**config.mk**
```make
export PLATFORM = sky130hd
export DESIGN_NAME = cic_decimator_flat
export DESIGN_NICKNAME = d
export VERILOG_FILES = /design/src/rtl/dfe_cic_pkg.sv /design/src/rtl/cic_decimator_if.sv /design/src/rtl/cic_integrator_stage.sv /design/src/rtl/cic_decimator.sv /design/src/flat_wrapper.sv
export SDC_FILE = /design/constraint.sdc
export NUM_CORES = 2
export LEC_CHECK = 0
export BUFFER_PORTS_ARGS = -buffer_cell sky130_fd_sc_hd__buf_2
export CELL_PAD_IN_SITES_DETAIL_PLACEMENT = 1
export CELL_PAD_IN_SITES_GLOBAL_PLACEMENT = 1
export CORE_ASPECT_RATIO = 0.5
export CORE_MARGIN = 2
export CORE_UTILIZATION = 55
export CTS_BUF_LIST = sky130_fd_sc_hd__clkbuf_2
export DETAILED_ROUTE_END_ITERATION = 10
export PLACE_DENSITY_LB_ADDON = 0.1
export SLEW_MARGIN = 20
export SYNTH_ARGS = -nofsm -noshare
export SYNTH_HDL_FRONTEND = slang
export SYNTH_HIERARCHICAL = 1
export SYNTH_SLANG_ARGS = --single-unit
```
**constraint.sdc**
```tcl
create_clock -name clk -period 26.1 [get_ports clk]
set_input_delay 3.915 -clock clk [delete_from_list [all_inputs] [get_ports clk]]
set_output_delay 3.915 -clock clk [all_outputs]
set_load 0.01 [all_outputs]
```
**src/rtl/dfe_cic_pkg.sv**
```systemverilog
// Shared constants and helpers for the CIC decimator: accumulator sizing,
// decimation clamp and the output saturation limits.
package dfe_cic_pkg;

  localparam int DEC_SEL_CLAMP = 4;

  function automatic int acc_width(input int data_w, input int n_stages, input int max_dec_log2);
    return data_w + n_stages * max_dec_log2;
  endfunction

  function automatic longint sat_max(input int data_w);
    return (longint'(1) <<< (data_w - 1)) - 1;
  endfunction

  function automatic longint sat_min(input int data_w);
    return -(longint'(1) <<< (data_w - 1));
  endfunction

endpackage

```
**src/rtl/cic_decimator_if.sv**
```systemverilog
// Sample-stream and control bundle between the IIR chain, the CIC decimator and its consumer.
interface cic_decimator_if #(
  parameter int DATA_WIDTH = 16
) ();

  // valid_in/valid_out are one-cycle strobes with no backpressure: a sample
  // transfers on every rising edge where its valid is high.
  logic                         valid_in;
  logic signed [DATA_WIDTH-1:0] cic_in;
  logic                         bypass;
  logic [2:0]                   dec_sel;
  logic [1:0]                   gain_sel;
  logic signed [DATA_WIDTH-1:0] cic_out;
  logic                         valid_out;
  logic                         overflow;
  logic                         underflow;

  modport master (
    output valid_in, cic_in, bypass, dec_sel, gain_sel,
    input  cic_out, valid_out, overflow, underflow
  );

  modport slave (
    input  valid_in, cic_in, bypass, dec_sel, gain_sel,
    output cic_out, valid_out, overflow, underflow
  );

endinterface

```
**src/rtl/cic_integrator_stage.sv**
```systemverilog
// One wrapping two's-complement integrator of the CIC chain, with enable and synchronous clear.
module cic_integrator_stage #(
  parameter int ACC_W = 36
) (
  input  logic                    clk,
  input  logic                    rst_n,
  input  logic                    i_en,
  input  logic                    i_clr,
  input  logic signed [ACC_W-1:0] i_din,
  output logic signed [ACC_W-1:0] o_acc
);

  logic signed [ACC_W-1:0] r_acc;

  always_ff @(posedge clk or negedge rst_n) begin
    if (!rst_n) begin
      r_acc <= '0;
    end else if (i_clr) begin
      r_acc <= '0;
    end else if (i_en) begin
      r_acc <= r_acc + i_din;
    end
  end

  assign o_acc = r_acc;

endmodule

```
**src/rtl/cic_decimator.sv**
```systemverilog
// N-stage CIC decimator (M=1, R=2^dec_sel) with unity-DC-gain rescale, post gain and saturation.
// Define CIC_ROUND_EN for round-half-up on the rescale; default build truncates.
module cic_decimator
  import dfe_cic_pkg::*;
#(
  parameter int DATA_WIDTH   = 16,
  parameter int DATA_FRAC    = 15,
  parameter int N_STAGES     = 5,
  parameter int MAX_DEC_LOG2 = DEC_SEL_CLAMP
) (
  input logic            clk,
  input logic            rst_n,
  cic_decimator_if.slave bus
);

  localparam int ACC_W = acc_width(DATA_WIDTH, N_STAGES, MAX_DEC_LOG2);
  localparam int SH_W  = ACC_W + 4;
  localparam int CNT_W = MAX_DEC_LOG2;
  localparam logic signed [SH_W-1:0] SAT_HI = SH_W'(sat_max(DATA_WIDTH));
  localparam logic signed [SH_W-1:0] SAT_LO = SH_W'(sat_min(DATA_WIDTH));

  if (DATA_FRAC >= DATA_WIDTH) begin : g_bad_frac
    $error("DATA_FRAC must be smaller than DATA_WIDTH");
  end

  logic [2:0]                   r_dec_sel;
  logic                         r_bypass;
  logic [CNT_W-1:0]             r_cnt;
  logic signed [ACC_W-1:0]      r_dly [N_STAGES];
  logic signed [DATA_WIDTH-1:0] r_cic_out;
  logic                         r_valid_out;
  logic                         r_overflow;
  logic                         r_underflow;

  logic [2:0]                   w_dsel;
  logic                         w_cfg_chg;
  logic                         w_clr;
  logic                         w_accept;
  logic                         w_last;
  logic                         w_fire;
  logic [CNT_W-1:0]             w_cnt_max;
  int                           w_shift;
  logic signed [ACC_W-1:0]      w_sext_in;
  logic signed [ACC_W-1:0]      w_int [N_STAGES];
  logic signed [ACC_W-1:0]      w_comb_in [N_STAGES];
  logic signed [ACC_W-1:0]      w_comb_res;
  logic signed [ACC_W:0]        w_rnd;
  logic signed [ACC_W:0]        w_ext;
  logic signed [ACC_W:0]        w_shr;
  logic signed [SH_W-1:0]       w_scaled;
  logic signed [DATA_WIDTH-1:0] w_sat;
  logic                         w_ovf;
  logic                         w_unf;

  assign w_dsel    = (bus.dec_sel > 3'(MAX_DEC_LOG2)) ? 3'(MAX_DEC_LOG2) : bus.dec_sel;
  assign w_cnt_max = CNT_W'((32'd1 << w_dsel) - 32'd1);
  assign w_shift   = N_STAGES * int'(w_dsel);

  // A rate or mode change restarts the filter from zero; bypass keeps it parked there.
  assign w_cfg_chg = (bus.dec_sel != r_dec_sel) || (bus.bypass != r_bypass);
  assign w_clr     = w_cfg_chg || bus.bypass;
  assign w_accept  = bus.valid_in && !w_clr;
  assign w_last    = (r_cnt == w_cnt_max);
  assign w_fire    = w_accept && w_last;
  assign w_sext_in = {{(ACC_W - DATA_WIDTH){bus.cic_in[DATA_WIDTH-1]}}, bus.cic_in};

  for (genvar k = 0; k < N_STAGES; k++) begin : g_int
    if (k == 0) begin : g_first
      cic_integrator_stage #(.ACC_W(ACC_W)) u_stage (
        .clk   (clk),
        .rst_n (rst_n),
        .i_en  (w_accept),
        .i_clr (w_clr),
        .i_din (w_sext_in),
        .o_acc (w_int[k])
      );
    end else begin : g_next
      cic_integrator_stage #(.ACC_W(ACC_W)) u_stage (
        .clk   (clk),
        .rst_n (rst_n),
        .i_en  (w_accept),
        .i_clr (w_clr),
        .i_din (w_int[k-1]),
        .o_acc (w_int[k])
      );
    end
  end

  always_comb begin
    logic signed [ACC_W-1:0] v;
    v = w_int[N_STAGES-1];
    for (int k = 0; k < N_STAGES; k++) begin
      w_comb_in[k] = v;
      v = v - r_dly[k];
    end
    w_comb_res = v;
  end

`ifdef CIC_ROUND_EN
  assign w_rnd = (w_shift > 0) ? ((ACC_W+1)'(1) << (w_shift - 1)) : '0;
`else
  assign w_rnd = '0;
`endif

  // One guard bit keeps the rounding add from wrapping; three more absorb the x8 gain.
  always_comb begin
    w_ext    = {w_comb_res[ACC_W-1], w_comb_res} + w_rnd;
    w_shr    = w_ext >>> w_shift;
    w_scaled = {{3{w_shr[ACC_W]}}, w_shr} <<< bus.gain_sel;
    w_sat    = w_scaled[DATA_WIDTH-1:0];
    w_ovf    = 1'b0;
    w_unf    = 1'b0;
    if (w_scaled > SAT_HI) begin
      w_sat = SAT_HI[DATA_WIDTH-1:0];
      w_ovf = 1'b1;
    end else if (w_scaled < SAT_LO) begin
      w_sat = SAT_LO[DATA_WIDTH-1:0];
      w_unf = 1'b1;
    end
  end

  always_ff @(posedge clk or negedge rst_n) begin
    if (!rst_n) begin
      r_dec_sel <= '0;
      r_bypass  <= 1'b0;
      r_cnt     <= '0;
      for (int k = 0; k < N_STAGES; k++) r_dly[k] <= '0;
    end else begin
      r_dec_sel <= bus.dec_sel;
      r_bypass  <= bus.bypass;
      if (w_clr) begin
        r_cnt <= '0;
        for (int k = 0; k < N_STAGES; k++) r_dly[k] <= '0;
      end else if (w_accept) begin
        r_cnt <= w_last ? '0 : r_cnt + 1'b1;
        if (w_last) begin
          for (int k = 0; k < N_STAGES; k++) r_dly[k] <= w_comb_in[k];
        end
      end
    end
  end

  always_ff @(posedge clk or negedge rst_n) begin
    if (!rst_n) begin
      r_cic_out   <= '0;
      r_valid_out <= 1'b0;
      r_overflow  <= 1'b0;
      r_underflow <= 1'b0;
    end else begin
      r_valid_out <= 1'b0;
      r_overflow  <= 1'b0;
      r_underflow <= 1'b0;
      if (bus.bypass && !w_cfg_chg) begin
        r_valid_out <= bus.valid_in;
        if (bus.valid_in) r_cic_out <= bus.cic_in;
      end else if (w_fire) begin
        r_valid_out <= 1'b1;
        r_cic_out   <= w_sat;
        r_overflow  <= w_ovf;
        r_underflow <= w_unf;
      end
    end
  end

  assign bus.cic_out   = r_cic_out;
  assign bus.valid_out = r_valid_out;
  assign bus.overflow  = r_overflow;
  assign bus.underflow = r_underflow;

endmodule

```
**src/flat_wrapper.sv**
```systemverilog
// flat-port wrapper written by rule: the top's interface ports become plain ports
module cic_decimator_flat import dfe_cic_pkg::*;
#(
  parameter int DATA_WIDTH   = 16,
  parameter int DATA_FRAC    = 15,
  parameter int N_STAGES     = 5,
  parameter int MAX_DEC_LOG2 = DEC_SEL_CLAMP
)
  (clk, rst_n, bus_valid_in, bus_cic_in, bus_bypass, bus_dec_sel, bus_gain_sel, bus_cic_out, bus_valid_out, bus_overflow, bus_underflow);
  cic_decimator_if #(.DATA_WIDTH(DATA_WIDTH)) bus_i ();
  input logic clk;
  input logic rst_n;
  input wire logic [$bits(bus_i.valid_in)-1:0] bus_valid_in;
  input wire logic [$bits(bus_i.cic_in)-1:0] bus_cic_in;
  input wire logic [$bits(bus_i.bypass)-1:0] bus_bypass;
  input wire logic [$bits(bus_i.dec_sel)-1:0] bus_dec_sel;
  input wire logic [$bits(bus_i.gain_sel)-1:0] bus_gain_sel;
  output wire logic [$bits(bus_i.cic_out)-1:0] bus_cic_out;
  output wire logic [$bits(bus_i.valid_out)-1:0] bus_valid_out;
  output wire logic [$bits(bus_i.overflow)-1:0] bus_overflow;
  output wire logic [$bits(bus_i.underflow)-1:0] bus_underflow;
  assign bus_i.valid_in = bus_valid_in;
  assign bus_i.cic_in = bus_cic_in;
  assign bus_i.bypass = bus_bypass;
  assign bus_i.dec_sel = bus_dec_sel;
  assign bus_i.gain_sel = bus_gain_sel;
  assign bus_cic_out = bus_i.cic_out;
  assign bus_valid_out = bus_i.valid_out;
  assign bus_overflow = bus_i.overflow;
  assign bus_underflow = bus_i.underflow;
  cic_decimator #(.DATA_WIDTH(DATA_WIDTH), .DATA_FRAC(DATA_FRAC), .N_STAGES(N_STAGES), .MAX_DEC_LOG2(MAX_DEC_LOG2)) u_core (.clk(clk), .rst_n(rst_n), .bus(bus_i));
endmodule
```
==> reports/results.txt <==
Vias per Instance = 6.58
Via Count = 35,000
largest net degree at the start of global routing = 101
Final WS setup = 11.79 ns
FFs w/ async S/R, synth = 1.00
net count after synthesis = 4,767
status = complete, no violations
highest-count cells in the layout ignoring fill and taps = 387 x dfrtp_1, 386 x nand2_1, 378 x a21oi_1, 353 x ha_1, 346 x nor2_1
Clk pwr share = 0.155
Crit. End Element = flip-flop
total core area = 65,300 µm²
final wirelength = 123 mm
Final ANT Viol Nets = 0
fin crit period = 14.31 ns
gr usage total = 0.353
most common cell after layout, fill and taps aside = dfrtp_1
RR Startpoint = u_core/g_int[4].g_next.u_stage/o_acc[0]$_DFFE_PN0P_
Fin Clk Skew = 0.0954 ns
fmax = 0.0699 GHz
layout filler cell count = 7,961
max-slew violation count = 0
Clock Path Buffers = 3
Setup Total Neg Slack = 0 ns
Worst setup startpoint = u_core/g_int[4].g_next.u_stage/o_acc[0]$_DFFE_PN0P_
MaxCap Viol Count = 0
max incr delay on CP = 0.65 ns
Clock Root Buffer = clkbuf_2
hold buffers post-CTS = 0
Worst-path clk slew = 0.12 ns
post-cts repair resize count = 0
flip-flop and latch area = 9680 µm²
GR Overflow Total = 0
Mapped Area = 36,500 µm²
overall power consumption = 2.96 mW
wire per inst = 23.1 µm
P_leak = 17.6 nW
Pre-Repair DR Iteration Count = 5
Port Buffer Count = 43
hold crit path type = reg -> reg
Slowest cell on crit path = xor3_2
Post-Synthesis Cells = 4,379
DPL Wire Length = 92.9 mm
Die Y-Extent = 186 µm
setup violators final = 0
power density over the cells = 77.5 nW/µm²
die area = 68,600 µm²
remaining design rule violation count = 0
Most common cell on crit path = a21oi_1
RSZ-0062 raised after global routing = no
peak supply drop = 83.4 µV
Hold Fails Final Rpt = 0
Main synth FF type = dfrtp_1
period utilisation layout = 0.548
num rows = 66
# IOs = 44
worst slew pin tran = 1.12 ns
CP Class = reg -> reg
Worst setup SP type = flip-flop
vias in the first global route = 35,600
Critical Path RT = 27.28 ns
first-pass GRT wire length = 196 mm
clock net sink count = 387
post-synthesis sequential area ratio = 0.265
Critical Path AT = 15.49 ns
YS warnings = 6
DP Worst Slack = 11.96 ns
CTS tree = built
Sw Ratio = 0.523
crit path max fanout = 25
clk_lat worst skew = 1.34 ns
Netlist cell types = 95
Layout area overhead = 4.66%
Post-synth EDFFs = 0
max_slew headroom = 0.254
layout cells sized above 1 = 0.0798
Hold Path Origin = u_core/r_dly[0]$_DFFE_PN0P_
Int Power = 1.41 mW
die width = 369 µm
Nets = 4,758
GPL Wtd Cong = 0.971
Comb pwr share = 0.637
Starting Density = 0.559
1st-iter DRT viols = 2,865
initial antenna violation count = 5
area of the multi-input gates = 25,200 µm²
FF+latch count, synth = 387
syn_area_per_cell = 8.34 µm²
Reg power frac = 0.208
postcts setup bufs = 0
H-tree lvl count = 3
switching power of the nets = 1.55 mW
total CTS buffers = 98
-- routing by layer --
layer / wire length [µm] / track usage
met3: 6990 / 0.0546
met4: 3190 / 0.112
met1: 57700 / 0.490
met2: 55300 / 0.568
met5: 25 / 0
-- worst paths after layout --
kind | end | slack [ns] | depth (start not counted)
min in group asynchronous | u_core/r_dly[25]$_DFFE_PN0P_ | 2.56 | 1
worst min register to register | u_core/r_dly[0]$_DFFE_PN0P_ | 0.50 | 2
worst min-delay path | u_core/r_dly[0]$_DFFE_PN0P_ | 0.50 | 2
worst max-delay path | u_core/bus.cic_out[13]$_DFFE_PN0P_ | 11.79 | 59
max in group asynchronous | u_core/g_int[1].g_next.u_stage/o_acc[27]$_DFFE_PN0P_ | 20.53 | 4
worst max register to register | u_core/bus.cic_out[13]$_DFFE_PN0P_ | 11.79 | 59
-- critical path, delay by kind of cell (launching register included) --
kind                     cells  cell delay (ns)
AND/OR/NAND/NOR              9             2.04
buffers and inverters        4             0.29
adder cells (fa/ha/maj)      6             1.96
XOR/XNOR                     5             1.44
AO/OA/AOI/OAI               35             8.04
flip-flops                   1             0.42
-- logic make-up after synthesis --
kind of cell	Yosys count	share of synthesized area
compound gates	1557	0.296
xor+xnor	282	0.0687
flops	387	0.265
simple gates	1239	0.161
fa+ha+maj	363	0.126
mux	117	0.0363
buf+inv	434	0.0467
-- metrics by stage --
stage,area (µm²),std cells,util,hold WS (ns)
2_1_floorplan,36500,4379,-,0.456
6_report,38200,5322,0.585,0.505
4_1_cts,38200,5319,0.585,0.505
3_5_place_dp,37400,5154,0.572,0.477
3_3_place_gp,37400,5154,0.572,0.469
5_1_grt,38200,5322,0.585,0.527
-- state kept, by name (all words and copies together), names as in the netlist --
register	flops
u_core/bus.cic_out	16
u_core/r_cnt	4
u_core/r_bypass	1
u_core/bus.underflow	1
u_core/r_dec_sel	3
u_core/g_int.g_first.u_stage/o_acc	36
u_core/bus.valid_out	1
u_core/g_int.g_next.u_stage/o_acc	144
u_core/bus.overflow	1
u_core/r_dly	180
-- power groups by stage --
stage	clock [mW]	sequential [mW]	combinational, mW
after CTS	0.474	0.616	1.83
after global routing	0.502	0.617	2.01
after global placement	0	0.628	1.79
final	0.459	0.617	1.89
after detailed placement	0	0.627	1.81
after floorplan	0	0.631	1.29
-- synthesized netlist by cell type (48+ instances only) --
library cell / instances / share of area
a22o_1: 183 / 0.044
nand2_1: 386 / 0.040
o21ai_0: 275 / 0.038
a21o_1: 158 / 0.032
xor2_1: 102 / 0.024
xnor2_1: 177 / 0.042
dfrtp_1: 387 / 0.27
nand3_1: 83 / 0.011
nand4_1: 72 / 0.012
a211oi_1: 55 / 0.011
nor2_1: 347 / 0.036
clkbuf_1: 125 / 0.013
o21a_1: 54 / 0.011
a21oi_1: 379 / 0.052
a31oi_1: 48 / 0.0082
ha_1: 353 / 0.12
nor3_1: 75 / 0.010
inv_1: 252 / 0.026
mux2i_1: 89 / 0.024
-- area by class of cell --
class	count	share of cell area
clock inverter	25	0.00402
sequential	387	0.253
inverter	254	0.0249
clock buffer	140	0.0183
timing repair buffer	71	0.0118
antenna	3	0.000196
multi-input combinational	3558	0.659
tap	884	0.0289
Note: power is estimated with default switching activity, not from simulation.
